==> src/rtl/ps2_rx_buffered_pkg.sv <==
// Shared types and constants for the buffered PS/2 receive path.
package ps2_rx_buffered_pkg;

    typedef logic [7:0] byte_t;

    typedef enum logic [1:0] {
        ST_IDLE,
        ST_DATA,
        ST_PARITY,
        ST_STOP
    } ps2_rx_state_t;

    // start + 8 data + parity + stop
    localparam int PS2_FRAME_BITS = 11;

    function automatic logic odd_parity_bit(input byte_t b);
        return ~^b;
    endfunction

endpackage

==> src/rtl/ps2_rx_buffered_if.sv <==
// Ready/valid byte stream from the PS/2 receiver to its consumer.
interface ps2_rx_buffered_if;
    import ps2_rx_buffered_pkg::*;

    byte_t data_o;
    logic  valid_o;
    logic  ready_i;

    modport master (output data_o, output valid_o, input ready_i);
    modport slave  (input data_o, input valid_o, output ready_i);

endinterface

==> src/rtl/ps2_rx_buffered_fifo_sync.sv <==
// fifo_sync: single-clock first-word-fall-through FIFO; DEPTH must be a power of two.
module fifo_sync #(
    parameter int WIDTH = 8,
    parameter int DEPTH = 8
) (
    input  logic                   clk_i,
    input  logic                   reset_i,
    input  logic                   push_i,
    input  logic [WIDTH-1:0]       data_i,
    input  logic                   pop_i,
    output logic [WIDTH-1:0]       data_o,
    output logic                   full_o,
    output logic                   empty_o,
    output logic [$clog2(DEPTH):0] level_o
);

    localparam int AW = $clog2(DEPTH);

    logic [WIDTH-1:0] r_mem [DEPTH];
    logic [AW-1:0]    r_wptr;
    logic [AW-1:0]    r_rptr;
    logic [AW:0]      r_count;
    logic             w_do_pop;
    logic             w_do_push;

    assign empty_o   = (r_count == '0);
    assign full_o    = (r_count == (AW+1)'(DEPTH));
    assign w_do_pop  = pop_i && !empty_o;
    // A full FIFO still accepts a push when the head leaves in the same cycle.
    assign w_do_push = push_i && (!full_o || w_do_pop);
    assign data_o    = r_mem[r_rptr];
    assign level_o   = r_count;

    always_ff @(posedge clk_i) begin
        if (reset_i) begin
            r_wptr  <= '0;
            r_rptr  <= '0;
            r_count <= '0;
            for (int i = 0; i < DEPTH; i++) r_mem[i] <= '0;
        end else begin
            if (w_do_push) begin
                r_mem[r_wptr] <= data_i;
                r_wptr        <= r_wptr + 1'b1;
            end
            if (w_do_pop) r_rptr <= r_rptr + 1'b1;
            case ({w_do_push, w_do_pop})
                2'b10:   r_count <= r_count + 1'b1;
                2'b01:   r_count <= r_count - 1'b1;
                default: r_count <= r_count;
            endcase
        end
    end

endmodule

==> src/rtl/ps2_rx_buffered.sv <==
// Buffered PS/2 device-to-host receiver: sync, clock filter, frame FSM, FIFO.
// Optional stalled-frame watchdog enabled by defining PS2_RX_TIMEOUT_EN.
module ps2_rx_buffered
    import ps2_rx_buffered_pkg::*;
#(
    parameter int FIFO_DEPTH     = 8,
    parameter int SYNC_STAGES    = 2,
    parameter int FILTER_LEN     = 8,
    parameter int TIMEOUT_CYCLES = 100000
) (
    input  logic                        clk_i,
    input  logic                        reset_i,
    input  logic                        ps2_clk_async_i,
    input  logic                        ps2_data_async_i,
    ps2_rx_buffered_if.master           rx_bus,
    output logic [$clog2(FIFO_DEPTH):0] level_o,
    output logic                        err_parity_o,
    output logic                        err_frame_o,
    output logic                        overflow_o
);

    localparam int FCW = $clog2(FILTER_LEN + 1);

    logic [SYNC_STAGES-1:0] r_clk_sync;
    logic [SYNC_STAGES-1:0] r_dat_sync;
    logic                   w_clk_s;
    logic                   w_dat_s;
    logic                   r_filt;
    logic [FCW-1:0]         r_filt_cnt;
    logic                   w_filt_flip;
    logic                   r_fall;

    ps2_rx_state_t r_state, w_state_next;
    byte_t         r_shift;
    logic [2:0]    r_bitcnt;
    logic          r_parity;
    logic          w_start, w_shift, w_cap_par;
    logic          w_push, w_perr, w_ferr;
    logic          w_timeout;
    logic          r_err_parity, r_err_frame, r_overflow;

    byte_t         w_head;
    logic          w_full, w_empty, w_pop;

    // Reset loads idle-high so the pins never look like a falling edge afterwards.
    always_ff @(posedge clk_i) begin
        if (reset_i) begin
            r_clk_sync <= '1;
            r_dat_sync <= '1;
        end else begin
            r_clk_sync <= {r_clk_sync[SYNC_STAGES-2:0], ps2_clk_async_i};
            r_dat_sync <= {r_dat_sync[SYNC_STAGES-2:0], ps2_data_async_i};
        end
    end

    assign w_clk_s     = r_clk_sync[SYNC_STAGES-1];
    assign w_dat_s     = r_dat_sync[SYNC_STAGES-1];
    assign w_filt_flip = (w_clk_s != r_filt) && (r_filt_cnt == FCW'(FILTER_LEN - 1));

    always_ff @(posedge clk_i) begin
        if (reset_i) begin
            r_filt     <= 1'b1;
            r_filt_cnt <= '0;
            r_fall     <= 1'b0;
        end else begin
            r_fall <= w_filt_flip && r_filt;
            if (w_clk_s == r_filt) begin
                r_filt_cnt <= '0;
            end else if (w_filt_flip) begin
                r_filt     <= w_clk_s;
                r_filt_cnt <= '0;
            end else begin
                r_filt_cnt <= r_filt_cnt + 1'b1;
            end
        end
    end

`ifdef PS2_RX_TIMEOUT_EN
    localparam int WCW = $clog2(TIMEOUT_CYCLES + 1);

    logic [WCW-1:0] r_wd_cnt;

    // Hits TIMEOUT_CYCLES-1 in the TIMEOUT_CYCLES-th cycle after the last fall.
    always_ff @(posedge clk_i) begin
        if (reset_i) begin
            r_wd_cnt <= '0;
        end else if (r_fall) begin
            r_wd_cnt <= '0;
        end else if (r_state != ST_IDLE && r_wd_cnt != WCW'(TIMEOUT_CYCLES)) begin
            r_wd_cnt <= r_wd_cnt + 1'b1;
        end
    end

    assign w_timeout = (r_state != ST_IDLE) && !r_fall &&
                       (r_wd_cnt == WCW'(TIMEOUT_CYCLES - 1));
`else
    assign w_timeout = 1'b0;
`endif

    always_ff @(posedge clk_i) begin
        if (reset_i) r_state <= ST_IDLE;
        else         r_state <= w_state_next;
    end

    always_comb begin
        w_state_next = r_state;
        w_start      = 1'b0;
        w_shift      = 1'b0;
        w_cap_par    = 1'b0;
        w_push       = 1'b0;
        w_perr       = 1'b0;
        w_ferr       = 1'b0;
        if (w_timeout) begin
            w_state_next = ST_IDLE;
            w_ferr       = 1'b1;
        end else if (r_fall) begin
            unique case (r_state)
                ST_IDLE: begin
                    if (!w_dat_s) begin
                        w_state_next = ST_DATA;
                        w_start      = 1'b1;
                    end
                end
                ST_DATA: begin
                    w_shift = 1'b1;
                    if (r_bitcnt == 3'd7) w_state_next = ST_PARITY;
                end
                ST_PARITY: begin
                    w_cap_par    = 1'b1;
                    w_state_next = ST_STOP;
                end
                ST_STOP: begin
                    w_state_next = ST_IDLE;
                    if (!w_dat_s)                                w_ferr = 1'b1;
                    else if (r_parity != odd_parity_bit(r_shift)) w_perr = 1'b1;
                    else                                         w_push = 1'b1;
                end
            endcase
        end
    end

    always_ff @(posedge clk_i) begin
        if (reset_i) begin
            r_shift      <= '0;
            r_bitcnt     <= '0;
            r_parity     <= 1'b0;
            r_err_parity <= 1'b0;
            r_err_frame  <= 1'b0;
            r_overflow   <= 1'b0;
        end else begin
            if (w_start) r_bitcnt <= '0;
            if (w_shift) begin
                r_shift  <= {w_dat_s, r_shift[7:1]};
                r_bitcnt <= r_bitcnt + 1'b1;
            end
            if (w_cap_par) r_parity <= w_dat_s;
            r_err_parity <= w_perr;
            r_err_frame  <= w_ferr;
            r_overflow   <= w_push && w_full && !w_pop;
        end
    end

    assign w_pop = rx_bus.ready_i && !w_empty;

    fifo_sync #(
        .WIDTH ($bits(byte_t)),
        .DEPTH (FIFO_DEPTH)
    ) u_fifo (
        .clk_i   (clk_i),
        .reset_i (reset_i),
        .push_i  (w_push),
        .data_i  (r_shift),
        .pop_i   (w_pop),
        .data_o  (w_head),
        .full_o  (w_full),
        .empty_o (w_empty),
        .level_o (level_o)
    );

    assign rx_bus.data_o  = w_head;
    assign rx_bus.valid_o = !w_empty;
    assign err_parity_o   = r_err_parity;
    assign err_frame_o    = r_err_frame;
    assign overflow_o     = r_overflow;

endmodule

==> src/flat_wrapper.sv <==
// flat-port wrapper written by rule: the top's interface ports become plain ports
module ps2_rx_buffered_flat import ps2_rx_buffered_pkg::*;
#(
    parameter int FIFO_DEPTH     = 8,
    parameter int SYNC_STAGES    = 2,
    parameter int FILTER_LEN     = 8,
    parameter int TIMEOUT_CYCLES = 100000
)
  (clk_i, reset_i, ps2_clk_async_i, ps2_data_async_i, level_o, err_parity_o, err_frame_o, overflow_o, rx_bus_data_o, rx_bus_valid_o, rx_bus_ready_i);
  ps2_rx_buffered_if rx_bus_i ();
  input  logic clk_i;
  input  logic reset_i;
  input  logic ps2_clk_async_i;
  input  logic ps2_data_async_i;
  output logic [$clog2(FIFO_DEPTH):0] level_o;
  output logic err_parity_o;
  output logic err_frame_o;
  output logic overflow_o;
  output wire logic [$bits(rx_bus_i.data_o)-1:0] rx_bus_data_o;
  output wire logic [$bits(rx_bus_i.valid_o)-1:0] rx_bus_valid_o;
  input wire logic [$bits(rx_bus_i.ready_i)-1:0] rx_bus_ready_i;
  assign rx_bus_data_o = rx_bus_i.data_o;
  assign rx_bus_valid_o = rx_bus_i.valid_o;
  assign rx_bus_i.ready_i = rx_bus_ready_i;
  ps2_rx_buffered #(.FIFO_DEPTH(FIFO_DEPTH), .SYNC_STAGES(SYNC_STAGES), .FILTER_LEN(FILTER_LEN), .TIMEOUT_CYCLES(TIMEOUT_CYCLES)) u_core (.clk_i(clk_i), .reset_i(reset_i), .ps2_clk_async_i(ps2_clk_async_i), .ps2_data_async_i(ps2_data_async_i), .rx_bus(rx_bus_i), .level_o(level_o), .err_parity_o(err_parity_o), .err_frame_o(err_frame_o), .overflow_o(overflow_o));
endmodule
==> config.mk <==
export PLATFORM = sky130hd
export DESIGN_NAME = ps2_rx_buffered_flat
export DESIGN_NICKNAME = d
export VERILOG_FILES = /design/src/rtl/ps2_rx_buffered_pkg.sv /design/src/rtl/ps2_rx_buffered_if.sv /design/src/rtl/ps2_rx_buffered_fifo_sync.sv /design/src/rtl/ps2_rx_buffered.sv /design/src/flat_wrapper.sv
export SDC_FILE = /design/constraint.sdc
export NUM_CORES = 1
export LEC_CHECK = 0
export ABC_AREA = 1
export BUFFER_PORTS_ARGS = -buffer_cell sky130_fd_sc_hd__buf_2
export CAP_MARGIN = 20
export CORE_ASPECT_RATIO = 0.9
export CORE_UTILIZATION = 50
export CTS_BUF_LIST = sky130_fd_sc_hd__clkbuf_8 sky130_fd_sc_hd__clkbuf_16
export CTS_CLUSTER_SIZE = 20
export DETAILED_ROUTE_END_ITERATION = 10
export PLACE_DENSITY = 0.74
export SLEW_MARGIN = 15
export SYNTH_ARGS = -nofsm -noshare
export SYNTH_HDL_FRONTEND = slang
export SYNTH_HIERARCHICAL = 1
export SYNTH_SLANG_ARGS = --single-unit
==> constraint.sdc <==
create_clock -name clk_i -period 3.1 [get_ports clk_i]
set_input_delay 0.62 -clock clk_i [delete_from_list [all_inputs] [get_ports clk_i]]
set_output_delay 0.62 -clock clk_i [all_outputs]
set_load 0.01 [all_outputs]
==> summary.md, run 1 <==
| Metric | Value |
|---|---|
| Status | completed |
| Worst path depth | 5 |
| Fin crit share | 0.8426 |
| PortBufs | 20 |
| Startpoint types | flip-flop |
| Initial antenna violation count | 0 |
| Req. time, crit path | 2.48 ns |
| Pins Over Slew Limit | 0 |
| Worst R2R End | u_core/u_fifo/level_o[3]$_SDFFE_PP0P_ |
| Die X | 104.6 um |
| Synthesized Nets | 511 |
| Final Hold Violating Endpoints | 0 |
| Total wire length | 9372 um |
| Critical path arrival | 1.99 ns |
| Commonest non-fill, non-tap cells in the layout | 98 x nor2_1, 78 x nand2_1, 64 x edfxtp_1 |
| Hold Worst Slack | 0.4187 ns |
| Clock latency on the worst-skew pair | 0.37 ns |
| Clock transition at path regs | 0.10 ns |
| WP buf/inv | 1 |
| Setup violators final | 0 |
| Multi-input gate area | 1745 um^2 |
| Critical path, cell by cell | o21ai_0 > o22ai_1 > nand2_1 > nand2_1 > buf_2 |
| Sequential cell area | 2723 um^2 |
| Worst R2R Path Depth | 17 |
| Largest net degree at the start of global routing | 30 |
| Nets | 532 |
| Post-CTS setup buffers | 0 |
| Post-synthesis sequential area ratio | 0.5746 |
| Cells after synthesis | 493 |
| Min Tclk post-route | 2.612 ns |
| Fin area | 5126 um^2 |
| Global-route met1 utilization | 0.2713 |
| Setup TNS | 0 ns |
| Fillcell total | 834 |
| Mean area per synthesized cell | 9.611 um^2 |
| Crit Path Max Fanout | 26 |
| Largest stage delay on the critical path | 0.88 ns |
| Final ANT Viol Nets | 0 |
| Clock tree buffer depth | 2 |
| Worst slew pin tran | 0.8517 ns |
| CP most frequent cell | nand2_1 |
| Most common cell after layout, fill and taps aside | nor2_1 |
| Die H | 94.35 um |
| M3 GR Usage | 0.04279 |
| Hold endpoint | u_core/r_clk_sync[1]$_SDFF_PP1_ |
| CP Class | flip-flop to output pin |
| I/O pin total | 21 |
| HP Class | flip-flop to flip-flop |
| Sink Count | 104 |
| Core Region | 9166 um^2 |
| Lkg Pwr | 0.001936 uW |
| Post-Syn Area | 4738 um^2 |
| CTS buffer count | 9 |
| First-pass GRT wire length | 15170 um |
| Die area | 9870 um^2 |
| VDD IR max | 0.2153 mV |
| Layout area overhead | 8.186% |
| Reg2Reg Launch Point | u_core/r_shift[6]$_SDFFE_PP0P_ |
| Ant. Diodes | 0 |
| Vias in the first global route | 3156 |
| Max-slew headroom | 0.4314 |
| Max Cap Viol | 0 |
| Gr ovfl total | 0 |
| Clock Tree Root | clkbuf_8 |
| Hold buffer count at CTS | 0 |
| Htree depth | 3 |
| Cell Pwr Density | 456.8 nW/um^2 |
| Total GRT Usage | 0.2013 |
| Vias/cell | 5.321 |
| Worst Hold Launch | u_core/r_clk_sync[0]$_SDFF_PP1_ |
| Drt wl/cell | 14.62 um |
| Met2 Track Usage GR | 0.3251 |
| Worst setup EP type | output pin |
| Most Crowded Layer GR | met2 |
| Placer congestion estimate | 0.8251 |
| DRC viols | 0 |
| Netlist cell types | 30 |
| Share of cells above drive strength 1 | 0.1252 |
| Setup slack, reg-to-reg | 0.57 ns |
| DR pass1 iterations | 5 |
| Vias | 3411 |
| Ys Warns | 6 |
| # resized after CTS | 0 |
| #FFs+latches synth | 104 |
| Initial Util | 0.5169 |
| Tot Pwr | 2342 uW |
| RSZ-0062 raised after global routing | no |
| Row Count | 33 |
| TritonCTS clock tree | built |
| Worst clock skew | 0.01419 ns |
| Cells on Worst Hold Path | 1 |
| Fmax | 0.3828 GHz |
| Area after DPL | 4954 um^2 |
| Crit-path leading delay family | flip-flops |
| Critical path's slowest cell | dfxtp_1 |
| DRT iter0 DRCs | 244 |
| Hpwl dp | 6402 um |
==> kinds of logic (layout without fill, tap and decap cells) <==
family / Yosys count / after routing / share of synthesized area
flip-flops: 104 / 104 / 0.5746
buffers and inverters: 62 / 88 / 0.05704
AND/OR/NAND/NOR: 220 / 220 / 0.2075
adder cells (fa/ha/maj): 13 / 13 / 0.03591
multiplexers: 16 / 16 / 0.03380
AO/OA/AOI/OAI: 73 / 73 / 0.08186
XOR/XNOR: 5 / 5 / 0.009242
==> through the flow <==
step           utilization  cells  setup WS (ns)
6_report            0.5592    641         0.4879
3_3_place_gp        0.5404    625         0.7200
5_1_grt             0.5592    641         0.2899
3_5_place_dp        0.5404    625         0.6189
2_1_floorplan            -    493         0.9016
4_1_cts             0.5592    641         0.4761
==> flip-flops by register name, summed over array words and instances, names as in the netlist, 2 cells and up, named ones only <==
signal and count:
u_core/r_shift 8, u_core/u_fifo/r_rptr 3, u_core/r_filt_cnt 4, u_core/r_bitcnt 3
u_core/r_dat_sync 2, u_core/u_fifo/r_wptr 3, u_core/r_clk_sync 2, u_core/u_fifo/r_mem 64
u_core/u_fifo/level_o 4, u_core/r_state 2
==> report_power, final <==
group	total (uW)	switching (uW)	internal (uW)
registers	1520	13.3	1510
clock network	755	461	294
logic	66.9	47.4	19.5
==> final cells by class <==
type,count,share of cell area
well taps,122,0.02978
inverters,49,0.04101
multi-input cells,327,0.3405
repair buffers,23,0.02392
flip-flops and latches,104,0.5311
clock inverters,7,0.009519
clock buffers,9,0.02416
==> routing by layer <==
metal | wire length [um] | vias up
met1 | 4447 | 1604
met4 | 174 | 0
met3 | 495 | 13
met5 | 0 | -
li1 | - | 1689
met2 | 4256 | 105
==> synth_stat cells, drive strengths merged <==
master | count | share of area
or2 | 4 | 0.0053
inv | 48 | 0.038
o21ai | 32 | 0.034
xor2 | 5 | 0.0092
clkbuf | 5 | 0.0040
buf | 8 | 0.0087
nand2 | 83 | 0.074
bufinv | 1 | 0.0063
a21oi | 24 | 0.025
ha | 12 | 0.032
nand4 | 1 | 0.0026
dfxtp | 40 | 0.17
nor2 | 101 | 0.083
nor4b | 1 | 0.0018
o22ai | 16 | 0.021
nand3 | 26 | 0.035
a211oi | 1 | 0.0016
fa | 1 | 0.0042
nor3 | 4 | 0.0066
edfxtp | 64 | 0.41
mux2i | 16 | 0.034
==> worst max path at each step <==
stage / start / slack, ns / to
finish: flip-flop / 0.49 / rx_bus_data_o[7]
global route: u_core/r_shift[2]$_SDFFE_PP0P_ / 0.29 / u_core/u_fifo/level_o[3]$_SDFFE_PP0P_
CTS: flip-flop / 0.48 / rx_bus_data_o[7]
detailed placement: u_core/r_shift[6]$_SDFFE_PP0P_ / 0.62 / u_core/u_fifo/level_o[3]$_SDFFE_PP0P_
global placement: u_core/r_shift[2]$_SDFFE_PP0P_ / 0.72 / u_core/u_fifo/level_o[3]$_SDFFE_PP0P_
floorplan: u_core/r_shift[3]$_SDFFE_PP0P_ / 0.90 / u_core/u_fifo/level_o[3]$_SDFFE_PP0P_
==> worst register-to-register path, stage by stage, from the launching register on <==
cell,delay [ns]
dfxtp_1,0.39
xor2_1,0.21
inv_1,0.06
nand2_1,0.09
nand2_1,0.06
nand2_1,0.10
nand3_2,0.08
inv_1,0.15
inv_1,0.09
nand3_1,0.19
inv_1,0.09
ha_1,0.33
a21oi_1,0.23
nand3_1,0.09
nand2_1,0.10
nand3_1,0.07
nand2_1,0.06
nor2_1,0.04
Note: power is estimated with default switching activity, not from simulation.
==> run 2, diff against run 1 <==
- PLACE_DENSITY: 0.74 -> 0.76
- clock period: 3.1 -> 2.15 ns (I/O delays scaled with it)
==> summary.md, run 2 (same netlist as run 1, synthesis figures left out) <==
| Metric | Value |
|---|---|
| Clock Tree Root | clkbuf_8 (unchanged) |
| Worst setup EP type | flip-flop (was output pin) |
| Total wire length | 10190 um (was 9372 um) |
| I/O pin total | 21 (unchanged) |
| DR pass1 iterations | 4 (was 5) |
| Reg2Reg Launch Point | u_core/r_shift[2]$_SDFFE_PP0P_ (was u_core/r_shift[6]$_SDFFE_PP0P_) |
| Area after DPL | 5149 um^2 (was 4954 um^2) |
| Critical path arrival | 2.50 ns (was 1.99 ns) |
| Fin crit share | 1.038 |
| Most flop-heavy register | u_core/u_fifo/r_mem (unchanged) |
| Die X | 104.6 um (unchanged) |
| TritonCTS clock tree | built (unchanged) |
| Clock transition at path regs | 0.10 ns (about the same) |
| Total GRT Usage | 0.2128 (was 0.2013) |
| Die H | 94.35 um (unchanged) |
| Drt wl/cell | 15.23 um (was 14.62 um) |
| Initial antenna violation count | 0 (unchanged) |
| Crit path launch | u_core/r_shift[2]$_SDFFE_PP0P_ |
| Critical path, cell by cell | inv_2 > nand2_2 > nand3_2 > nand2_1 > nand2_2 > nand2_2 > nand2_2 > nand3_2 > inv_4 > inv_4 > nand3_4 > inv_2 > ha_4 > a21oi_4 > nand3_2 > nand2_2 > nand3_2 > nand2_2 > nor2_2 (was o21ai_0 > o22ai_1 > nand2_1 > nand2_1 > buf_2) |
| CTS buffer count | 9 (unchanged) |
| M3 GR Usage | 0.04900 (was 0.04279) |
| Most Crowded Layer GR | met2 (unchanged) |
| Worst clock skew | 0.01845 ns (was 0.01419 ns) |
| Final Hold Violating Endpoints | 0 (unchanged) |
| DRC viols | 0 (unchanged) |
| Setup violators final | 12 (was 0) |
| Hold Worst Slack | 0.2414 ns (was 0.4187 ns) |
| Die area | 9870 um^2 (unchanged) |
| Worst slew pin tran | 0.5409 ns (was 0.8517 ns) |
| Nets | 560 (was 532) |
| RSZ-0062 raised after global routing | yes (was no) |
| Layout area overhead | 18.14% (was 8.186%) |
| CP most frequent cell | nand2_2 (was nand2_1) |
| Placer congestion estimate | 0.8228 (was 0.8251) |
| Vias in the first global route | 3418 (was 3156) |
| Initial Util | 0.5169 (unchanged) |
| Final ANT Viol Nets | 0 (unchanged) |
| Fillcell total | 725 (was 834) |
| Final setup margin | -0.08199 ns (was 0.4879 ns) |
| Largest regs | u_core/u_fifo/r_mem x64, u_core/r_shift x8 (unchanged) |
| Largest stage delay on the critical path | 0.37 ns (was 0.88 ns) |
| Util after Layout | 0.6107 (was 0.5592) |
| Commonest non-fill, non-tap cells in the layout | 97 x nor2_1, 67 x nand2_1, 64 x edfxtp_1 (was 98 x nor2_1, 78 x nand2_1, 64 x edfxtp_1) |
| Multi-input gate area | 1859 um^2 (was 1745 um^2) |
| Vias | 3540 (was 3411) |
| Crit Path Max Fanout | 5 (was 26) |
| Most common cell after layout, fill and taps aside | nor2_1 (unchanged) |
| Min Tclk post-route | 2.232 ns |
| Share of cells above drive strength 1 | 0.2413 (was 0.1252) |
| Clock latency on the worst-skew pair | 0.38 ns (was 0.37 ns) |
| Fmax | 0.4480 GHz |
| Critical path's slowest cell | dfxtp_4 (was dfxtp_1) |
| Req. time, crit path | 2.42 ns (was 2.48 ns) |
| Pins Over Slew Limit | 0 (unchanged) |
| Global-route met1 utilization | 0.2638 (was 0.2713) |
| CP Class | flip-flop to flip-flop (was flip-flop to output pin) |
| HP Class | input port to flip-flop (was flip-flop to flip-flop) |
| PortBufs | 20 (unchanged) |
| DRT iter0 DRCs | 222 (was 244) |
| Cell Pwr Density | 650.9 nW/um^2 (was 456.8 nW/um^2) |
| Hpwl dp | 6622 um (was 6402 um) |
| Worst Hold Launch | ps2_clk_async_i (was u_core/r_clk_sync[0]$_SDFF_PP1_) |
| Row Count | 33 (unchanged) |
| Htree depth | 3 (unchanged) |
| Max FFs per register | 64 (unchanged) |
| Clock tree buffer depth | 2 (unchanged) |
| Startpoint types | flip-flop (unchanged) |
| VDD IR max | 0.3580 mV (was 0.2153 mV) |
| First-pass GRT wire length | 16100 um (was 15170 um) |
| Max-slew headroom | 0.6390 (was 0.4314) |
| WP buf/inv | 4 (was 1) |
| Failing checks | negative setup slack |
| Lkg Pwr | 0.002135 uW (was 0.001936 uW) |
| Sequential cell area | 2741 um^2 (was 2723 um^2) |
| Core Region | 9166 um^2 (unchanged) |
| Vias/cell | 5.291 (was 5.321) |
| Fin area | 5598 um^2 (was 5126 um^2) |
| Met2 Track Usage GR | 0.3670 (was 0.3251) |
| Gr ovfl total | 0 (unchanged) |
| Tot Pwr | 3644 uW (was 2342 uW) |
| Hold buffer count at CTS | 0 (unchanged) |
| Largest net degree at the start of global routing | 33 (was 30) |
| Status | complete, but fails checks (was completed) |
| Crit-path leading delay family | simple AND/OR/NAND/NOR gates (was flip-flops) |
| Max Cap Viol | 0 (unchanged) |
| Ant. Diodes | 0 (unchanged) |
| Sink Count | 104 (unchanged) |
==> run 2: cell count changes in the layout (fill, tap and decap cells not counted), sizes merged <==
cell / delta
clkinv: +1
inv: -3
buf: +28
bufinv: +2
==> run 2: final timing paths <==
path | endpoint | slack (ns) | cells after the start
worst max-delay path | u_core/u_fifo/level_o[3]$_SDFFE_PP0P_ | -0.08 | 19
worst min-delay path | u_core/r_clk_sync[0]$_SDFF_PP1_ | 0.24 | 2
worst max register to register | u_core/u_fifo/level_o[3]$_SDFFE_PP0P_ | -0.08 | 19
worst min register to register | u_core/r_clk_sync[1]$_SDFF_PP1_ | 0.42 | 1
==> run 2: power breakdown <==
| group | leakage, uW | switching, uW | internal (uW) |
|---|---|---|---|
| registers | 0.000936 | 17.5 | 2170 |
| logic | 0.00109 | 73.1 | 36.9 |
| clock network | 0.000112 | 680 | 668 |
| total | 0.00213 | 771 | 2870 |
==> run 2: cell type report <==
type / instances / share of cell area
clock inverter: 7 / 0.01810
clock buffer: 9 / 0.02213
sequential: 104 / 0.4897
timing repair buffer: 51 / 0.07108
tap: 122 / 0.02727
multi-input combinational: 327 / 0.3321
inverter: 49 / 0.03956
==> run 2: worst reg2reg max path, cell delays in order (launching register included) <==
cell	delay [ns]
dfxtp_4	0.37
inv_2	0.08
nand2_2	0.06
nand3_2	0.08
nand2_1	0.07
nand2_2	0.09
nand2_2	0.06
nand2_2	0.07
nand3_2	0.10
inv_4	0.11
inv_4	0.05
nand3_4	0.08
inv_2	0.06
ha_4	0.27
a21oi_4	0.17
nand3_2	0.11
nand2_2	0.11
nand3_2	0.09
nand2_2	0.06
nor2_2	0.05
==> run 2: routing by layer <==
| layer | vias up | wire [um] |
|---|---|---|
| met5 | - | 0 |
| met4 | 0 | 289 |
| met3 | 21 | 556 |
| met2 | 90 | 4931 |
| met1 | 1677 | 4414 |
| li1 | 1752 | - |
==> run 2: timing repair <==
item / CTS / global route
buffers inserted: 3 / 4
endpoints found under the setup margin: 25 / 68
resized for setup: 17 / 32
pin swaps: 1 / 19
==> run 2: stage by stage <==
step	instances	setup WS [ns]	TNS, ns
3_5_place_dp	646	-0.1876	-0.5552
2_1_floorplan	493	-0.0003033	-0.0003033
6_report	669	-0.08199	-0.2312
4_1_cts	665	0.009529	0
5_1_grt	669	-0.1987	-3.374
3_3_place_gp	646	-0.0001470	-0.0001470
